<file path="src/rtl/nes_pad_responder_pkg.sv">
// Shared pad definitions: button bit order, FSM encoding and pin-level helper.
// Both the pad responder and the console-side reader import this package.
package nes_pad_responder_pkg;

  // Button bit positions within a frame; bit 0 leaves the pad first.
  localparam int BTN_A      = 0;
  localparam int BTN_B      = 1;
  localparam int BTN_SELECT = 2;
  localparam int BTN_START  = 3;
  localparam int BTN_UP     = 4;
  localparam int BTN_DOWN   = 5;
  localparam int BTN_LEFT   = 6;
  localparam int BTN_RIGHT  = 7;

  localparam int DEFAULT_NUM_BUTTONS = 8;

  typedef enum logic [1:0] {
    ST_IDLE  = 2'd0,
    ST_LOAD  = 2'd1,
    ST_SHIFT = 2'd2,
    ST_DONE  = 2'd3
  } pad_state_e;

  // Converts a pressed/released button bit into the level driven on the data pin.
  function automatic logic pin_level(input logic pressed, input bit active_low);
    return active_low ? ~pressed : pressed;
  endfunction

endpackage

</file>
<file path="src/rtl/pad_sync_edge.sv">
// Multi-flop synchronizer for one asynchronous console pin, followed by
// registered one-cycle rise/fall strobes.
module pad_sync_edge #(
  parameter int SYNC_STAGES = 2
) (
  input  logic clock,
  input  logic reset,
  input  logic async_in,
  output logic rise,
  output logic fall
);

  logic [SYNC_STAGES-1:0] sync_q;
  logic                   prev_q;
  logic                   synced;

  assign synced = sync_q[SYNC_STAGES-1];

  // NOTE: non-blocking assignments let every flop sample the pre-edge values,
  // so the chain shifts by exactly one stage per clock regardless of order.
  always_ff @(posedge clock) begin
    if (reset) begin
      sync_q <= '0;
      prev_q <= 1'b0;
      rise   <= 1'b0;
      fall   <= 1'b0;
    end else begin
      sync_q <= {sync_q[SYNC_STAGES-2:0], async_in};
      prev_q <= synced;
      rise   <= synced & ~prev_q;
      fall   <= ~synced & prev_q;
    end
  end

endmodule

</file>
<file path="src/rtl/nes_pad_responder.sv">
// Pad end of the latch/pulse/data serial link: loads the button vector while
// latch is high and shifts it out one bit per pulse rising edge.
module nes_pad_responder
  import nes_pad_responder_pkg::*;
#(
  parameter int NUM_BUTTONS = DEFAULT_NUM_BUTTONS,
  parameter int SYNC_STAGES = 2,
  parameter bit ACTIVE_LOW  = 1'b1,
  parameter bit FILL_LEVEL  = 1'b0,
  localparam int CW         = $clog2(NUM_BUTTONS + 1)
) (
  input  logic                   clock,
  input  logic                   reset,
  input  logic                   latch,
  input  logic                   pulse,
  input  logic [NUM_BUTTONS-1:0] buttons,
  output logic                   data,
  output logic                   frame_done,
  output logic [CW-1:0]          shift_count
);

  pad_state_e             state;
  logic [NUM_BUTTONS-1:0] shadow;

  logic latch_rise;
  logic latch_fall;
  logic pulse_rise;
  logic pulse_fall_unused;

  logic [NUM_BUTTONS-1:0] shift_src;
  logic [NUM_BUTTONS-1:0] shifted;
  logic [CW-1:0]          count_inc;
  logic                   last_shift;
  logic                   do_shift;

  pad_sync_edge #(.SYNC_STAGES(SYNC_STAGES)) u_latch_sync (
    .clock    (clock),
    .reset    (reset),
    .async_in (latch),
    .rise     (latch_rise),
    .fall     (latch_fall)
  );

  // Falling pulse edges carry no meaning for a shift-register pad.
  pad_sync_edge #(.SYNC_STAGES(SYNC_STAGES)) u_pulse_sync (
    .clock    (clock),
    .reset    (reset),
    .async_in (pulse),
    .rise     (pulse_rise),
    .fall     (pulse_fall_unused)
  );

  // NOTE: every signal gets a value on every path through always_comb;
  // a missing assignment would infer a latch.
  always_comb begin
    // A pulse landing on the latch fall shifts the value frozen this very cycle.
    shift_src  = (state == ST_LOAD) ? buttons : shadow;
    shifted    = shift_src >> 1;
    count_inc  = shift_count + CW'(1);
    last_shift = (count_inc == CW'(NUM_BUTTONS));
    do_shift   = pulse_rise && ((state == ST_SHIFT) ||
                                (state == ST_LOAD && latch_fall));
  end

  always_ff @(posedge clock) begin
    if (reset) begin
      state       <= ST_IDLE;
      shadow      <= '0;
      data        <= ACTIVE_LOW;
      frame_done  <= 1'b0;
      shift_count <= '0;
    end else begin
      frame_done <= 1'b0;
      if (latch_rise) begin
        // Latch wins over any coincident pulse; also abandons a partial frame.
        state       <= ST_LOAD;
        shadow      <= buttons;
        data        <= pin_level(buttons[0], ACTIVE_LOW);
        shift_count <= '0;
      end else if (do_shift) begin
        shadow      <= shifted;
        shift_count <= count_inc;
        if (last_shift) begin
          state      <= ST_DONE;
          frame_done <= 1'b1;
          data       <= FILL_LEVEL;
        end else begin
          state <= ST_SHIFT;
          data  <= pin_level(shifted[0], ACTIVE_LOW);
        end
      end else if (state == ST_LOAD) begin
        shadow <= buttons;
        data   <= pin_level(buttons[0], ACTIVE_LOW);
        if (latch_fall) begin
          state <= ST_SHIFT;
        end
      end
    end
  end

endmodule

</file>
<file path="config.mk">
export PLATFORM = sky130hd
export DESIGN_NAME = nes_pad_responder
export DESIGN_NICKNAME = d
export VERILOG_FILES = /design/src/rtl/nes_pad_responder_pkg.sv /design/src/rtl/pad_sync_edge.sv /design/src/rtl/nes_pad_responder.sv
export SDC_FILE = /design/constraint.sdc
export NUM_CORES = 1
export LEC_CHECK = 0
export CELL_PAD_IN_SITES_DETAIL_PLACEMENT = 1
export CELL_PAD_IN_SITES_GLOBAL_PLACEMENT = 1
export CORE_MARGIN = 4
export CORE_UTILIZATION = 39
export CTS_BUF_LIST = sky130_fd_sc_hd__clkbuf_16
export DETAILED_ROUTE_END_ITERATION = 7
export GPL_ROUTABILITY_DRIVEN = 0
export HOLD_SLACK_MARGIN = 0.05
export PLACE_DENSITY_LB_ADDON = 0.08
export SYNTH_ARGS = -nofsm -noshare
export SYNTH_HDL_FRONTEND = slang
export SYNTH_SLANG_ARGS = --single-unit
export TNS_END_PERCENT = 20
</file>
<file path="constraint.sdc">
create_clock -name clock -period 1.5 [get_ports clock]
set_input_delay 0.15 -clock clock [delete_from_list [all_inputs] [get_ports clock]]
set_output_delay 0.15 -clock clock [all_outputs]
set_load 0.01 [all_outputs]
</file>
* Word level (Yosys, flattened, before mapping) *
Cells that the tools add are included.
W data, S select, Z words.

word-level totals
  register bits = 24
  latch bits = 0
  memory bits (writable) = 0
  memory bits (read-only) = 0
  input port bits = 12
  output and inout bits = 6
  logic and storage cells = 50
  memories kept = 0

operators by class
  add/subtract/negate cells = 1
  multipliers = 0
  div/mod/pow operators = 0
  order comparisons = 0
  equality and inequality tests = 3
  shift-type cells = 0
  muxes and demuxes = 13
  bitwise logic cells = 9
  reduce and logical (&&, ||, !) cells = 11

operators by type and width
  operator               number
  $mux W8                3
  $mux W1                7
  $mux W2                3
  $not A1 Y1             6
  $reduce_bool A3 Y1     2
  $add A4 B1 Y4 const B  1
  $eq A4 B4 Y1 const B   1
  $reduce_and A2 Y1      2
  $reduce_bool A2 Y1     2
  $and A1 B1 Y1          3
  $reduce_or A3 Y1       1
  $eq A2 B1 Y1 const B   1
  $eq A2 B2 Y1 const B   1
  $logic_and A1 B1 Y1    2
  $reduce_or A2 Y1       1
  $logic_or A1 B1 Y1     1

* Longest topological paths before layout *
  depth after elaboration = 6
  gate-level depth with buffers = 6
  mapped depth without buffers = 4

* Cells and area by module *
Synthesis repeated with hierarchy kept, for this count alone.

unflattened totals
  cells, all modules = 103
  area, all modules = 1049.8 um2

modules (own cells, without submodules)
  module             instances  cells each  area each (um2)  sequential area each (um2)
  nes_pad_responder  1          83          782.0            300.3
  pad_sync_edge      2          10          133.9            100.1

* Worst setup path after synthesis *
No wires, ideal clock.

  path kind = flip-flop to flip-flop
  start = register state[0]
  end = register shadow[4]
  library setup time = 0.134 ns
  arrival time = 1.220 ns
  required time = 1.366 ns
  setup slack = 0.147 ns
  stages on the path, launching flop included = 7
  buffers on the path = 2
  clock period less this slack = 1.353 ns
  path through = dfxtp_1 > buf_6 > nor2b_4 > buf_6 > mux2_4 > a22oi_1 > a21oi_1

between the ends
  longest elaborated chain between the ends = 6
  elaborated cells between the ends (all ways) = 8
  classes of those cells = eq/ne (2); mux (3); reduce/logical (3)

RTL lines
  element                 RTL line                                                                   RTL
  start, declared         nes_pad_responder.sv:22                                                    pad_state_e state;
  start signal, assigned  nes_pad_responder.sv:67                                                    state <= ST_IDLE;
  start signal, assigned  nes_pad_responder.sv:76                                                    state <= ST_LOAD;
  start signal, assigned  nes_pad_responder.sv:84                                                    state <= ST_DONE;
  $eq A2 B1 Y1            nes_pad_responder.sv:57, nes_pad_responder.sv:62, nes_pad_responder.sv:91
  $logic_and A1 B1 Y1     nes_pad_responder.sv:62                                                    (state == ST_LOAD && latch_fall));
  $logic_or A1 B1 Y1      nes_pad_responder.sv:61                                                    do_shift = pulse_rise && ((state == ST_SHIFT) ||
  $logic_and A1 B1 Y1     nes_pad_responder.sv:61
  $mux W8 (*)             nes_pad_responder.sv:80                                                    end else if (do_shift) begin
  $mux W8 (*)             nes_pad_responder.sv:74                                                    if (latch_rise) begin
  end signal, assigned    nes_pad_responder.sv:77                                                    shadow <= buttons;
  end signal, assigned    nes_pad_responder.sv:81                                                    shadow <= shifted;
  end signal, assigned    nes_pad_responder.sv:92                                                    shadow <= buttons;
  end, declared           nes_pad_responder.sv:23                                                    logic [NUM_BUTTONS-1:0] shadow;

Every way passes the cells marked *; elsewhere a longest branch is shown, timed or not. The select of a mux whose other input is x is not followed.
A chain may end at the register's enable or synchronous reset.

* Worst setup path in the final report *
  start = register shift_count[0]
  end = output shift_count[0]

RTL lines
  element                 RTL line                 RTL
  start, declared         nes_pad_responder.sv:19  output logic [CW-1:0] shift_count
  start signal, assigned  nes_pad_responder.sv:82  shift_count <= count_inc;

No word-level cell between the ends.

==> results.md <==
- Status: complete, no violations
- Synth Instances: 120
- # diodes: 0
- Critical path fanouts, max: 6
- Met2 Track Usage GR: 0.254
- Leakage power: 0.000571 uW
- Buffer count from post-CTS setup fixing: 0
- Peak Freq: between 700 and 800 MHz
- Actual slew at the worst max-slew pin: 0.355 ns
- Setup TNS: 0 ns
- Vias/cell: 5.31
- Worst path buffer plus inverter count: 1
- Worst slack, placed: 0.0259 ns
- Hold path startpoint: u_pulse_sync.prev_q
- GR Overflow Total: 0
- Crit path cell chain: clkdlybuf4s50_1
- Logic gate share of total power: 0.076
- Slowest CP cell: clkdlybuf4s50_1
- Setup Skew: 0.00442 ns
- Clk pwr share: 0.492
- Setup WS post-layout: 0.0980 ns
- H-tree depth: 1
- M1 GR Usage: 0.208
- Routed Antenna Nets: 0
- CP Launch Type: register
- Placed Cells: 167
- DP Area: 1340 sq um
- GRT met3 Usage: 0.0269
- Clk buf depth: 2
- Tot GR Track Use: 0.157
- WL final: 2580 um
- Pin count of the biggest net entering global routing: 15
- Hold Path Class: register to register
- Die W: 61.9 um
- Crit path max-delay family: buffers and inverters
- Port Buffers: 17
- Layout Cells excl Fill: 171
- Clock transition at path regs: 0.06 ns
- Max Slew Vio Count: 0
- Arr. time, crit path: 1.25 ns
- Worst skew pair latency: 0.26 ns
- Psw: around 290 uW
- R2r setup slk: 0.11 ns
- Final net count: 154
- Net Sw Frac: 0.190
- Core footprint: roughly 2800 sq um
- Mapped cell area: 1130 sq um
- Hold endpoint: u_pulse_sync.rise
- Crit end category: primary output
- I/O pin count: 18
- Layout cells sized above 1: 0.143
- DR iter-0 viols: 34
- Internal cell power: 1250 uW
- Global-route wire length before repair: 4410 um
- Unrepaired setup endpoints after global routing: false
- Mean Syn Cell Area: roughly 9.4 sq um
- Residual DRC: 0
- Crit Path Class: register to primary output
- Hold path depth: 1
- Initial Utilization: 0.410
- Reg-to-reg critical path startpoint: state[0]
- CP max stage delay: 0.58 ns
- CTS Hold Bufs: 0
- Yosys warnings: 0
- WL/cell: 15.1 um
- Via count: between 900 and 1,000
- Cell Rows: 19
- Area Overhead vs Synth: 27.5%
- Worst Path Required: 1.35 ns
- Die area: 3830 sq um
- Post-synthesis sequential area ratio: 0.425
- Setup-violating endpoint count in the final report: 0
- Total CTS buffers: 3
- DP HPWL: around 1900 um
- DR pass1 iterations: 4
- Vias in the first global route: 960
- Critical R2R Capture: shadow[4]
- Initial antenna violation count: 0
- Max transition margin: 0.763
- GR peak layer: met2
- Die Y: around 62 um
- Clock sinks: 24
- Sequential Power Share: 0.432
- Final hold vios: 0
- Unique masters post-synth: 38
- Clock Root Buffer: clkbuf_16
- CTS tree: built
- Final period utilization: 0.935
- Minimum clock period: 1.40 ns
- Reg2Reg Depth: 4
- Worst vdd rail ir drop: 0.647 mV
- Max-Cap Viols: 0
- Synth Net Count: approximately 130
- Power after layout: around 1500 uW
- Cell area power density: 1070 nW/um^2
- Finished layout cell area: approximately 1400 sq um
- Yosys reg bits: 24
==> logic make-up (layout without fill, tap and decap cells) <==
kind of cell / after synthesis / in the layout / share of synthesized area
buffers and inverters: 11 / 31 / 0.0575
AND/OR/NAND/NOR: 39 / 39 / 0.211
adder cells (fa/ha/maj): 1 / 1 / 0.0111
flip-flops: 24 / 24 / 0.425
XOR/XNOR: 3 / 3 / 0.0232
multiplexers: 6 / 6 / 0.0608
AO/OA/AOI/OAI: 36 / 36 / 0.211
==> registers in the layout, indices dropped and copies added, names as in the netlist <==
| signal | cells |
|---|---|
| u_latch_sync.rise | 1 |
| shadow | 7 |
| state | 2 |
| u_pulse_sync.sync_q | 2 |
| u_pulse_sync.prev_q | 1 |
| u_latch_sync.prev_q | 1 |
| u_latch_sync.fall | 1 |
| frame_done | 1 |
| u_latch_sync.sync_q | 2 |
| data | 1 |
| u_pulse_sync.rise | 1 |
| shift_count | 4 |
==> cell usage after synthesis <==
cell | instances | share of area
ha_1 | 1 | 0.011
a21boi_1 | 1 | 0.0066
a21oi_1 | 13 | 0.058
o32ai_1 | 1 | 0.0077
inv_1 | 4 | 0.013
nand2b_1 | 2 | 0.011
and3_1 | 3 | 0.017
mux2_4 | 1 | 0.013
nand2_1 | 6 | 0.020
nor3_1 | 1 | 0.0044
o211ai_1 | 5 | 0.033
o21ai_2 | 1 | 0.0077
nor3b_1 | 1 | 0.0066
buf_6 | 3 | 0.030
and2_1 | 1 | 0.0055
mux2i_1 | 2 | 0.018
and3b_4 | 1 | 0.011
clkbuf_1 | 3 | 0.010
a22oi_1 | 5 | 0.033
a21oi_2 | 1 | 0.0077
a222oi_1 | 1 | 0.0088
clkbuf_2 | 1 | 0.0044
or2_2 | 1 | 0.0055
dfxtp_1 | 24 | 0.42
a21o_1 | 1 | 0.0066
and2b_1 | 1 | 0.0066
o21ai_1 | 1 | 0.0044
mux2_1 | 3 | 0.030
and3b_1 | 2 | 0.015
o21a_4 | 1 | 0.013
nor2_1 | 8 | 0.027
nor2b_1 | 9 | 0.050
o21ai_0 | 4 | 0.018
xor2_1 | 3 | 0.023
nor2b_4 | 1 | 0.012
or2_1 | 1 | 0.0055
nor3_4 | 1 | 0.014
a21boi_0 | 1 | 0.0066
==> metal layers <==
layer | vias to the layer above | wire (um)
met5 | - | 0
met4 | 0 | 31
met3 | 4 | 83
met2 | 14 | 1250
met1 | 429 | 1220
li1 | 461 | -
==> layout by cell type (no fill, tap or decap), drive strengths merged, types with 2 or more instances in the layout <==
cell type       n
nand2           6
nand2b          2
mux2            4
inv             4
o21ai           6
nor3            2
o211ai          5
and3b           3
xor2            3
nor2b          10
clkbuf          3
a21oi          14
a22oi           5
a21boi          2
dfxtp          24
and3            3
buf             6
nor2            8
clkdlybuf4s50  17
mux2i           2
or2             2
==> stage by stage <==
| step | hold slack [ns] | util |
|---|---|---|
| 3_5_place_dp | 0.395 | 0.484 |
| 6_report | 0.402 | 0.523 |
| 5_1_grt | 0.430 | 0.523 |
| 3_3_place_gp | 0.374 | 0.484 |
| 2_1_floorplan | 0.222 | - |
| 4_1_cts | 0.404 | 0.522 |
==> worst max-delay path by stage <==
| stage | from | endpoint | cells after the start |
|---|---|---|---|
| 6_report | shift_count[0] | shift_count[0] | 1 |
| 5_1_grt | shift_count[0] | shift_count[0] | 1 |
| 4_1_cts | state[1] | shadow[3] | 5 |
| 3_5_place_dp | state[1] | shadow[3] | 5 |
| 3_3_place_gp | state[1] | shadow[7] | 5 |
| 2_1_floorplan | state[0] | shadow[4] | 6 |
==> timing repair <==
item	CTS	global route
resized for setup	0	2
setup endpoints to repair	0	9
hold endpoints to repair	0	0
==> power by group through the flow <==
stage / clock network [uW] / logic (uW) / registers, uW
final: 762 / 118 / 669
after CTS: 778 / 119 / 669
after detailed placement: 0 / 118 / 683
after floorplan: 0 / 64.6 / 679
after global routing: 807 / 129 / 672
after global placement: 0 / 115 / 682
==> area by class of cell <==
class	instances	area, sq um
fillers	320	1320
multi-input cells	85	586
flip-flops and latches	24	483
repair buffers	23	215
clock buffers	3	75.1
well taps	31	38.8
clock inverters	1	30.0
inverters	4	15.0
(Power assumes the default switching activity.)
